$ cat config.mk
export PLATFORM = sky130hd
export DESIGN_NAME = mastermind_scorer_flat
export DESIGN_NICKNAME = d
export VERILOG_FILES = /design/src/rtl/mastermind_pkg.sv /design/src/rtl/mastermind_scorer_if.sv /design/src/rtl/mastermind_peg_match.sv /design/src/rtl/mastermind_scorer.sv /design/src/flat_wrapper.sv
export SDC_FILE = /design/constraint.sdc
export NUM_CORES = 1
export LEC_CHECK = 0
export CORE_MARGIN = 10
export CORE_UTILIZATION = 62
export CTS_BUF_LIST = sky130_fd_sc_hd__clkbuf_4
export CTS_CLUSTER_DIAMETER = 150
export DETAILED_ROUTE_END_ITERATION = 7
export PLACE_DENSITY_LB_ADDON = 0.12
export SLEW_MARGIN = 5
export SYNTH_ARGS = -nofsm -noshare
export SYNTH_HDL_FRONTEND = slang
export SYNTH_SLANG_ARGS = --single-unit
$ cat constraint.sdc
create_clock -name clk -period 3.64 [get_ports clk]
set_input_delay 0.728 -clock clk [delete_from_list [all_inputs] [get_ports clk]]
set_output_delay 0.728 -clock clk [all_outputs]
set_load 0.01 [all_outputs]
$ cat src/rtl/mastermind_pkg.sv
// Shared types and sizes for the Mastermind scoring datapath.
package mastermind_pkg;
    localparam int NUM_PEGS = 4;
    localparam int COLOR_W  = 3;

    typedef logic [COLOR_W-1:0]     colour_t;
    typedef logic [2:0]             score_t;
    typedef logic [1:0]             peg_idx_t;
    typedef logic [NUM_PEGS-1:0]    peg_mask_t;
    typedef colour_t [NUM_PEGS-1:0] peg_vec_t;
endpackage

$ cat src/rtl/mastermind_scorer_if.sv
// Control strobes from the Mastermind FSM and score/status back to the display stage.
interface mastermind_scorer_if;
    import mastermind_pkg::*;

    colour_t  colour_in;
    logic     load_code_1, load_code_2, load_code_3, load_code_4;
    logic     load_guess_1, load_guess_2, load_guess_3, load_guess_4;
    logic     compare;
    peg_idx_t compare_i;
    logic     reach_result_3;
    score_t   black_count;
    score_t   white_count;
    logic     result_valid;
    logic [3:0] guess_count;
    logic     win;
    logic     lose;

    modport master (
        output colour_in, load_code_1, load_code_2, load_code_3, load_code_4,
               load_guess_1, load_guess_2, load_guess_3, load_guess_4,
               compare, compare_i, reach_result_3,
        input  black_count, white_count, result_valid, guess_count, win, lose
    );

    modport slave (
        input  colour_in, load_code_1, load_code_2, load_code_3, load_code_4,
               load_guess_1, load_guess_2, load_guess_3, load_guess_4,
               compare, compare_i, reach_result_3,
        output black_count, white_count, result_valid, guess_count, win, lose
    );
endinterface

$ cat src/rtl/mastermind_peg_match.sv
// Finds the lowest code position that can award a white peg to one guess colour.
module mastermind_peg_match
    import mastermind_pkg::*;
(
    input  colour_t   guess_colour,
    input  peg_vec_t  code,
    input  peg_mask_t ex,
    input  peg_mask_t used,
    output logic      hit,
    output peg_mask_t sel
);
    peg_mask_t elig;

    generate
        for (genvar gi = 0; gi < NUM_PEGS; gi++) begin : g_elig
            assign elig[gi] = (code[gi] == guess_colour) && !ex[gi] && !used[gi];
        end
    endgenerate

    // Isolate the lowest set bit: lowest eligible position wins.
    assign sel = elig & (~elig + peg_mask_t'(1));
    assign hit = |elig;
endmodule

$ cat src/rtl/mastermind_scorer.sv
// Holds code/guess registers, scores a guess serially one peg per compare step,
// and tracks guess count and win/lose status.
module mastermind_scorer
    import mastermind_pkg::*;
#(
    parameter int MAX_GUESSES = 10
) (
    input  logic                 clk,
    input  logic                 reset,
    mastermind_scorer_if.slave   bus
);
    localparam logic [3:0] MAX_G = 4'(MAX_GUESSES);

    peg_vec_t   code_q, code_d, guess_q, guess_d;
    peg_mask_t  used_q, used_d;
    peg_idx_t   exp_i_q, exp_i_d;
    logic       seq_ok_q, seq_ok_d;
    score_t     blk_acc_q, blk_acc_d, wht_acc_q, wht_acc_d;
    score_t     black_q, black_d, white_q, white_d;
    logic       valid_q, valid_d;
    logic [3:0] gcount_q, gcount_d;
    logic       win_q, win_d, lose_q, lose_d;

    peg_mask_t  lc, lg, ex, used_base, sel;
    score_t     blk_base, wht_base;
    logic       hit, start, step_ok, game_over;
    peg_idx_t   idx;

    assign lc = {bus.load_code_4, bus.load_code_3, bus.load_code_2, bus.load_code_1};
    assign lg = {bus.load_guess_4, bus.load_guess_3, bus.load_guess_2, bus.load_guess_1};
    assign idx       = bus.compare_i;
    assign start     = (idx == 2'd0);
    assign step_ok   = start || (seq_ok_q && (idx == exp_i_q));
    assign game_over = win_q | lose_q;

    generate
        for (genvar gi = 0; gi < NUM_PEGS; gi++) begin : g_exact
            assign ex[gi] = (guess_q[gi] == code_q[gi]);
        end
    endgenerate

    // A new sequence scores peg 0 against a cleared mask and accumulators.
    assign used_base = start ? '0 : used_q;
    assign blk_base  = start ? '0 : blk_acc_q;
    assign wht_base  = start ? '0 : wht_acc_q;

    mastermind_peg_match u_match (
        .guess_colour (guess_q[idx]),
        .code         (code_q),
        .ex           (ex),
        .used         (used_base),
        .hit          (hit),
        .sel          (sel)
    );

    always_comb begin
        code_d    = code_q;
        guess_d   = guess_q;
        used_d    = used_q;
        exp_i_d   = exp_i_q;
        seq_ok_d  = seq_ok_q;
        blk_acc_d = blk_acc_q;
        wht_acc_d = wht_acc_q;
        black_d   = black_q;
        white_d   = white_q;
        valid_d   = valid_q;
        gcount_d  = gcount_q;
        win_d     = win_q;
        lose_d    = lose_q;

        for (int n = 0; n < NUM_PEGS; n++) begin
            if (lc[n]) code_d[n] = bus.colour_in;
            if (lg[n] && !game_over) guess_d[n] = bus.colour_in;
        end

        if (bus.compare && !game_over) begin
            if (start) valid_d = 1'b0;
            if (!step_ok) begin
                seq_ok_d = 1'b0;
            end else begin
                seq_ok_d  = 1'b1;
                used_d    = used_base;
                blk_acc_d = blk_base;
                wht_acc_d = wht_base;
                if (ex[idx]) begin
                    blk_acc_d = blk_base + 3'd1;
                end else if (hit) begin
                    used_d    = used_base | sel;
                    wht_acc_d = wht_base + 3'd1;
                end
                exp_i_d = idx + 2'd1;
                if (bus.reach_result_3 && (idx == 2'd3)) begin
                    black_d = blk_acc_d;
                    white_d = wht_acc_d;
                    valid_d = 1'b1;
                    if (gcount_q < MAX_G) gcount_d = gcount_q + 4'd1;
                    win_d  = (blk_acc_d == 3'd4);
                    lose_d = (blk_acc_d != 3'd4) && (gcount_q + 4'd1 == MAX_G);
                end
            end
        end

        // Loading the first code peg starts a new game.
        if (lc[0]) begin
            gcount_d = '0;
            win_d    = 1'b0;
            lose_d   = 1'b0;
            valid_d  = 1'b0;
        end
    end

    always_ff @(posedge clk or posedge reset) begin
        if (reset) begin
            code_q    <= '0;
            guess_q   <= '0;
            used_q    <= '0;
            exp_i_q   <= '0;
            seq_ok_q  <= 1'b0;
            blk_acc_q <= '0;
            wht_acc_q <= '0;
            black_q   <= '0;
            white_q   <= '0;
            valid_q   <= 1'b0;
            gcount_q  <= '0;
            win_q     <= 1'b0;
            lose_q    <= 1'b0;
        end else begin
            code_q    <= code_d;
            guess_q   <= guess_d;
            used_q    <= used_d;
            exp_i_q   <= exp_i_d;
            seq_ok_q  <= seq_ok_d;
            blk_acc_q <= blk_acc_d;
            wht_acc_q <= wht_acc_d;
            black_q   <= black_d;
            white_q   <= white_d;
            valid_q   <= valid_d;
            gcount_q  <= gcount_d;
            win_q     <= win_d;
            lose_q    <= lose_d;
        end
    end

    assign bus.black_count  = black_q;
    assign bus.white_count  = white_q;
    assign bus.result_valid = valid_q;
    assign bus.guess_count  = gcount_q;
    assign bus.win          = win_q;
    assign bus.lose         = lose_q;
endmodule

$ cat src/flat_wrapper.sv
// flat-port wrapper written by rule: the top's interface ports become plain ports
module mastermind_scorer_flat import mastermind_pkg::*;
#(
    parameter int MAX_GUESSES = 10
)
  (clk, reset, bus_colour_in, bus_load_code_1, bus_load_code_2, bus_load_code_3, bus_load_code_4, bus_load_guess_1, bus_load_guess_2, bus_load_guess_3, bus_load_guess_4, bus_compare, bus_compare_i, bus_reach_result_3, bus_black_count, bus_white_count, bus_result_valid, bus_guess_count, bus_win, bus_lose);
  mastermind_scorer_if bus_i ();
  input  logic clk;
  input  logic reset;
  input wire logic [$bits(bus_i.colour_in)-1:0] bus_colour_in;
  input wire logic [$bits(bus_i.load_code_1)-1:0] bus_load_code_1;
  input wire logic [$bits(bus_i.load_code_2)-1:0] bus_load_code_2;
  input wire logic [$bits(bus_i.load_code_3)-1:0] bus_load_code_3;
  input wire logic [$bits(bus_i.load_code_4)-1:0] bus_load_code_4;
  input wire logic [$bits(bus_i.load_guess_1)-1:0] bus_load_guess_1;
  input wire logic [$bits(bus_i.load_guess_2)-1:0] bus_load_guess_2;
  input wire logic [$bits(bus_i.load_guess_3)-1:0] bus_load_guess_3;
  input wire logic [$bits(bus_i.load_guess_4)-1:0] bus_load_guess_4;
  input wire logic [$bits(bus_i.compare)-1:0] bus_compare;
  input wire logic [$bits(bus_i.compare_i)-1:0] bus_compare_i;
  input wire logic [$bits(bus_i.reach_result_3)-1:0] bus_reach_result_3;
  output wire logic [$bits(bus_i.black_count)-1:0] bus_black_count;
  output wire logic [$bits(bus_i.white_count)-1:0] bus_white_count;
  output wire logic [$bits(bus_i.result_valid)-1:0] bus_result_valid;
  output wire logic [$bits(bus_i.guess_count)-1:0] bus_guess_count;
  output wire logic [$bits(bus_i.win)-1:0] bus_win;
  output wire logic [$bits(bus_i.lose)-1:0] bus_lose;
  assign bus_i.colour_in = bus_colour_in;
  assign bus_i.load_code_1 = bus_load_code_1;
  assign bus_i.load_code_2 = bus_load_code_2;
  assign bus_i.load_code_3 = bus_load_code_3;
  assign bus_i.load_code_4 = bus_load_code_4;
  assign bus_i.load_guess_1 = bus_load_guess_1;
  assign bus_i.load_guess_2 = bus_load_guess_2;
  assign bus_i.load_guess_3 = bus_load_guess_3;
  assign bus_i.load_guess_4 = bus_load_guess_4;
  assign bus_i.compare = bus_compare;
  assign bus_i.compare_i = bus_compare_i;
  assign bus_i.reach_result_3 = bus_reach_result_3;
  assign bus_black_count = bus_i.black_count;
  assign bus_white_count = bus_i.white_count;
  assign bus_result_valid = bus_i.result_valid;
  assign bus_guess_count = bus_i.guess_count;
  assign bus_win = bus_i.win;
  assign bus_lose = bus_i.lose;
  mastermind_scorer #(.MAX_GUESSES(MAX_GUESSES)) u_core (.clk(clk), .reset(reset), .bus(bus_i));
endmodule
==> key figures, run 1 <==
Logic synthesis
  • Post-synth top area share: 47.1%
  • Post-synthesis cell area: about 0.0027 mm²
  • Mean post-synth cell area: 10.9 µm²
  • Synth area leader: dfrtp_1
  • Mapped Nets: 267
  • Yosys cell types: 42
  • Register area share after synthesis: a little under half
  • Top post-synthesis cells by area: dfrtp_1, mux2_2, xnor2_1
  • Prevailing post-synth register cell: dfrtp_1
  • Compound-Gate Fraction of Synth Area: 10.7%
  • Register bit count reported by yosys: 50
  • Largest family of logic cells by synthesized area: multiplexers
  • Post-synthesis cell count: ~240
  • Yosys warnings: 0
  • Simple-gate share of the synthesized area: 12.1%
  • Synth Area in Adders: 2.83%
  • EDFF count, synth: 0
  • Synth Area in XOR/XNOR: 9.90%
  • Mux cell area share after synthesis: between 10 and 15%
  • Async SR Flop Fraction: 100%

Drt
  • Vias/cell: 5.95
  • 1st-pass router iterations: 4
  • Post-route ant nets: 0
  • DR iter-0 viols: 130
  • Wirelength per Cell: around 18 µm
  • Vias post-DR: 1953
  • DR DRC count: 0
  • Routed WL: 5750 µm

CTS
  • CTS Hold Bufs: 0
  • Root buf cell: clkbuf_4
  • Clock slew at reported path FFs: approximately 160 ps
  • CTS tree: yes
  • Clock buffers created by TritonCTS: 5
  • Post_cts resized: 0
  • Clk sinks: 50
  • Worst skew pair latency: 390 ps
  • H-Tree Depth: 2
  • Clock Path Buffers: 2
  • Post-CTS Setup Repair Bufs: 0

Power
  • Clock network fraction of design power: 18.4%
  • Net load switching power: 537 µW
  • Worst VDD drop: 0.317 mV
  • Combinational Power Share: ~33%
  • Flop pwr share: around 49%
  • Switching Fraction: 34.8%
  • Leak Pwr: about 0.0013 µW
  • PD cells: around 500 mW/mm²
  • Pint: 1010 µW

Global routing
  • GR Layer Usage met1: 21.7%
  • GRT overflow: 0
  • Vias in the first global route: 2022
  • First-pass GRT wire length: 9840 µm
  • Initial antenna violation count: 0
  • M3 GR Usage: 4.97%
  • Met2 GRT Util: 25.5%
  • Aggregate global-route resource usage: 16.6%
  • Most Crowded Layer GR: met2
  • Pin count of the biggest net entering global routing: between 50 and 60

STA
  • Tcrit/Tclk final: 84.8%
  • Slew Viols, Final: 0
  • Crit path time final: 3090 ps
  • Fin worst setup slack: 555 ps
  • Fin. Hold Viols: 0
  • Total negative slack: 0 ps
  • Max-Slew Margin vs Limit: 31.8%
  • Endpoints failing setup: 0
  • Worst clock skew: 15.3 ps
  • Max frequency: 324 MHz
  • Worst-Margin Slew: a little over 1000 ps
  • RSZ-0062 raised after global routing: no

Die
  • Initial core utilization: 65.4%
  • Row Count: 23
  • IO Pins: 30
  • Die width: 85.4 µm
  • Die height: roughly 85 µm
  • Core Footprint: 0.00406 mm²
  • Die area: roughly 0.0073 mm²

Finish
  • Fillers: roughly 290
  • Layout cells sized above 1: about 16%
  • Diode count: 0
  • Final net count: 300
  • Seq. cell area: roughly 0.0013 mm²
  • Area occupied by multi-input gates: 0.00132 mm²
  • Layout area overhead: 15.7%

Placement
  • Gpl congestion: around 0.87
  • Port Buf Inserts: 29
  • Post-DP HPWL: 4310 µm
  • Place WS: 135 ps

Setup path
  • CP peak stage delay: 630 ps
  • Worst r2r src: u_core.guess_q[10]
  • Worst path slowest cell: or4_1
  • Critical path type: in -> reg
  • Critical path required time: 3910 ps
  • Worst Setup SP: bus_compare_i[0]
  • Worst setup SP type: primary input
  • Crit path DAT: 3350 ps
  • Worst Setup End Kind: flop
  • R2r setup slk: 1060 ps
  • Max FO, Critical Path: 9
  • CP Cell Sequence: clkdlybuf4s50_1 > mux4_2 > xor2_1 > or4_1 > a41oi_4 > a21o_1 > o211ai_1

Flow run
  • Max cap viols: 0

Status
  • Status: finished clean

Hold path
  • Hold WC Path Type: reg -> reg
  • Min-delay src: u_core.bus.black_count[2]
-- synthesized netlist by cell type, types with 2 or more instances --
master     n
xnor2_1   17
a32oi_1    2
nand2b_1   2
nor2_1    12
clkbuf_1   6
nor2b_1    2
a31oi_1    4
nand4b_1   2
nor3_1     3
nand3_1    4
o21ai_0    8
o211ai_1   2
o32ai_1    2
a21oi_1    9
nand4_1    3
inv_1     11
mux4_2     4
xor2_1    13
o31a_1     2
mux2_2    24
dfrtp_1   50
mux2i_1    2
nand2_1   34
ha_1       6
and3_1     2
o31ai_1    2
-- stage by stage --
stage	util (%)	power (µW)	cells	instance area [µm²]	hold slack (ps)
finish	75.7	1540	328	3070	500
CTS	75.7	1550	328	3070	503
global placement	74.1	1250	320	3010	457
detailed placement	74.1	1270	320	3010	469
global route	75.7	1650	328	3070	549
floorplan	-	1090	244	2650	442
-- logic make-up after synthesis --
logic type               count (synthesis)
XOR/XNOR                                30
multiplexers                            30
buffers and inverters                   19
AO/OA/AOI/OAI                           40
adder cells (fa/ha/maj)                  6
AND/OR/NAND/NOR                         69
flip-flops                              50
-- power by group through the flow --
stage          Combinational (µW)  Sequential, µW  Clock [µW]
5_1_grt                       574             762         315
3_5_place_dp                  513             755           0
3_3_place_gp                  496             754           0
4_1_cts                       513             747         291
6_report                      511             748         285
2_1_floorplan                 348             747           0
-- registers in the layout, summed over array words and instances, names as in the netlist, 3 cells and up --
signal                  cells
u_core.code_q              12
u_core.bus.guess_count      4
u_core.used_q               4
u_core.blk_acc_q            3
u_core.bus.white_count      3
u_core.wht_acc_q            3
u_core.guess_q             12
u_core.bus.black_count      3
-- critical path, delay by kind of cell --
kind | cells | cell delay, ps
buffers and inverters | 1 | 580
AOI/OAI and AO/OA | 3 | 630
and+or+nand+nor | 1 | 630
xor gates and xnor gates | 1 | 170
muxes | 1 | 610
-- layer usage --
layer	vias to the layer above	share of wire [%]
met3	14	5.9
met1	946	47
met4	0	2.0
li1	930	-
met5	-	0
met2	63	46
-- cell type report --
class,instances,share of cell area [%]
well taps,50,2.04
repair buffers,34,10.7
multi-input cells,175,43.1
clock inverters,3,0.937
inverters,11,1.34
flip-flops and latches,50,40.7
clock buffers,5,1.22
-- worst paths after layout --
kind / end / cells past startpoint
hold reg to reg: u_core.bus.black_count[2] / 2
max in group asynchronous: u_core.exp_i_q[1] / 2
setup reg to reg: u_core.wht_acc_q[2] / 6
setup / recovery: u_core.wht_acc_q[2] / 7
min in group asynchronous: u_core.guess_q[3] / 2
hold / removal: u_core.bus.black_count[2] / 2
-- cells in the final DEF, fill, tap and decap left out, types with 3 or more instances in the layout --
master | synthesis | final
inv_1 | 11 | 10
clkbuf_4 | 0 | 5
nor3_1 | 3 | 3
mux2_2 | 24 | 24
nand3_1 | 4 | 4
clkdlybuf4s50_1 | 0 | 29
a21oi_1 | 9 | 9
nand4_1 | 3 | 3
mux4_2 | 4 | 4
xnor2_1 | 17 | 17
nor2_1 | 12 | 12
nand2_1 | 34 | 34
dfrtp_1 | 50 | 50
xor2_1 | 13 | 13
o21ai_0 | 8 | 8
a31oi_1 | 4 | 4
buf_4 | 0 | 5
ha_1 | 6 | 6
(Power assumes the default switching activity.)
==> run 2: changes to the inputs <==
Settings changed: CORE_UTILIZATION 62 to 58.
Clock period 3.64 ns to 2.9 ns, I/O delays scaled along.
==> run 2 against run 1 <==
Count of clock-buffer cells in the layout unchanged. Via count up 3.4%. Cell area grew 5.0%. Register-to-register slack lost 650 ps. Flip-flop and latch count did not move. Hold slack lost 7.0 ps. Die area increased by 5.3%. Global-route usage decreased by 0.20 points. Critical path type unchanged. Largest cell class unchanged.
==> key figures, run 2 (same netlist as run 1, synthesis figures left out) <==
Die
  • Row Count: 24
  • Die area: 0.00768 mm²
  • Initial core utilization: 60.5%
  • Die height: 87.6 µm
  • IO Pins: 30
  • Die width: approximately 88 µm
  • Core Footprint: 0.00438 mm²

STA
  • Max frequency: 356 MHz
  • Fin worst setup slack: 94.5 ps
  • Fin. Hold Viols: 0
  • Endpoints failing setup: 0
  • Crit path time final: 2810 ps
  • Worst clock skew: 4.43 ps
  • Total negative slack: 0 ps
  • RSZ-0062 raised after global routing: no
  • Tcrit/Tclk final: 96.7%
  • Max-Slew Margin vs Limit: 64.4%
  • Worst-Margin Slew: 534 ps
  • Slew Viols, Final: 0

Placement
  • Port Buf Inserts: 29
  • Gpl congestion: around 0.94
  • Place WS: -363 ps
  • Post-DP HPWL: 4670 µm

Hold path
  • Hold EP: u_core.bus.black_count[2]
  • Min-delay src: u_core.bus.black_count[2]
  • Hold Path Depth: 2
  • Hold WC Path Type: reg -> reg

Finish
  • Commonest non-fill, non-tap cell in the layout: dfrtp_1
  • Layout area overhead: 21.5%
  • Commonest cells after routing, fill and taps aside: dfrtp_1, nand2_1, clkdlybuf4s50_1
  • Layout cells sized above 1: 21.1%
  • Diode count: 0
  • Fin util: around three quarters
  • Top Registers: u_core.code_q: 12 flops, u_core.guess_q: 12 flops
  • Final net count: 320

Drt
  • DR DRC count: 0
  • Post-route ant nets: 0
  • Routed WL: 5930 µm
  • 1st-pass router iterations: 4
  • Vias post-DR: 2019
  • Wirelength per Cell: 16.9 µm
  • DR iter-0 viols: 132
  • Vias/cell: 5.77

Flow run
  • Max cap viols: 0

CTS
  • Root buf cell: clkbuf_4
  • Clock slew at reported path FFs: between 100 and 150 ps
  • H-Tree Depth: 2
  • Worst skew pair latency: 360 ps
  • Clock buffers created by TritonCTS: 5
  • CTS Hold Bufs: 0
  • Clock Path Buffers: 2
  • CTS tree: yes
  • Clk sinks: 50

Power
  • Switching Fraction: 33.2%
  • Flop pwr share: 47.5%
  • Pint: 1310 µW
  • Clock network fraction of design power: 15.4%
  • PD cells: 610 mW/mm²
  • Leak Pwr: 0.00140 µW
  • Combinational Power Share: a little under two fifths
  • Net load switching power: 654 µW
  • Worst VDD drop: 0.374 mV

Global routing
  • Pin count of the biggest net entering global routing: 27
  • M3 GR Usage: around 3.9%
  • Aggregate global-route resource usage: approximately 16%
  • Most Crowded Layer GR: met2
  • Met2 GRT Util: 25.3%
  • Initial antenna violation count: 0
  • GR Layer Usage met1: 21.9%
  • Vias in the first global route: 2078
  • GRT overflow: 0
  • First-pass GRT wire length: 10100 µm

Setup path
  • Worst setup SP type: primary input
  • Worst r2r src: u_core.guess_q[10]
  • Crit path DAT: slightly above 3000 ps
  • Reg-to-Reg End: u_core.bus.white_count[0]
  • Max FO, Critical Path: 6
  • R2r setup slk: 410 ps
  • Worst Setup End Kind: flop
  • Critical path required time: 3170 ps
  • Critical path type: in -> reg
  • R2r worst-path depth: 7

Status
  • Status: finished clean
-- run 2: worst max-delay path, stage by stage --
cell,delay (ps)
clkdlybuf4s50_1,530
mux4_2,590
xor2_1,190
or4_4,530
a41oi_4,320
buf_4,170
xnor2_1,110
o21ai_1,70
-- run 2: layout make-up --
class | instances | area, µm²
inverters | 11 | 41.3
multi-input cells | 175 | 1330
clock inverters | 3 | 11.3
flip-flops and latches | 50 | 1250
repair buffers | 54 | 493
fillers | 310 | 1160
clock buffers | 5 | 37.5
well taps | 52 | 65.1
-- run 2: worst max path at each step --
stage                                 from                        end  cells past startpoint
after CTS                 bus_compare_i[0]        u_core.wht_acc_q[1]                      9
after floorplan           bus_compare_i[0]  u_core.bus.white_count[1]                      7
after detailed placement  bus_compare_i[0]        u_core.wht_acc_q[1]                      9
final                     bus_compare_i[1]  u_core.bus.white_count[0]                      8
after global routing      bus_compare_i[1]        u_core.wht_acc_q[2]                      8
after global placement    bus_compare_i[0]        u_core.wht_acc_q[1]                      8
-- run 2: power by group through the flow --
stage / clock, µW / combinational (µW) / sequential, µW
after global routing: 342 / 814 / 953
after global placement: 0 / 703 / 943
after floorplan: 0 / 437 / 937
after CTS: 309 / 722 / 934
after detailed placement: 0 / 720 / 948
final: 302 / 731 / 936
-- run 2: per-layer routing --
metal	vias up	part of all wire, %
met2	39	48
li1	971	-
met3	7	5.1
met1	1002	46
met5	-	0
met4	0	1.3
-- run 2: stage by stage --
stage | area (µm²) | hold WS [ps] | instances | total power [µW]
2_1_floorplan | 2650 | 442 | 244 | 1370
3_3_place_gp | 3160 | 462 | 341 | 1650
3_5_place_dp | 3160 | 469 | 341 | 1670
4_1_cts | 3210 | 500 | 349 | 1970
5_1_grt | 3230 | 522 | 350 | 2110
6_report | 3230 | 493 | 350 | 1970
-- run 2: timing repair --
item,CTS,global route
setup endpoints to repair,0,3
setup buffers,0,1
gates resized for setup,0,2
==> run 3: changes to the inputs <==
Settings changed: ABC_CLOCK_PERIOD_IN_PS from default to 2900.
==> results of run 3 <==
Same layout as run 2: the final DEF is identical, and so are final timing and power.
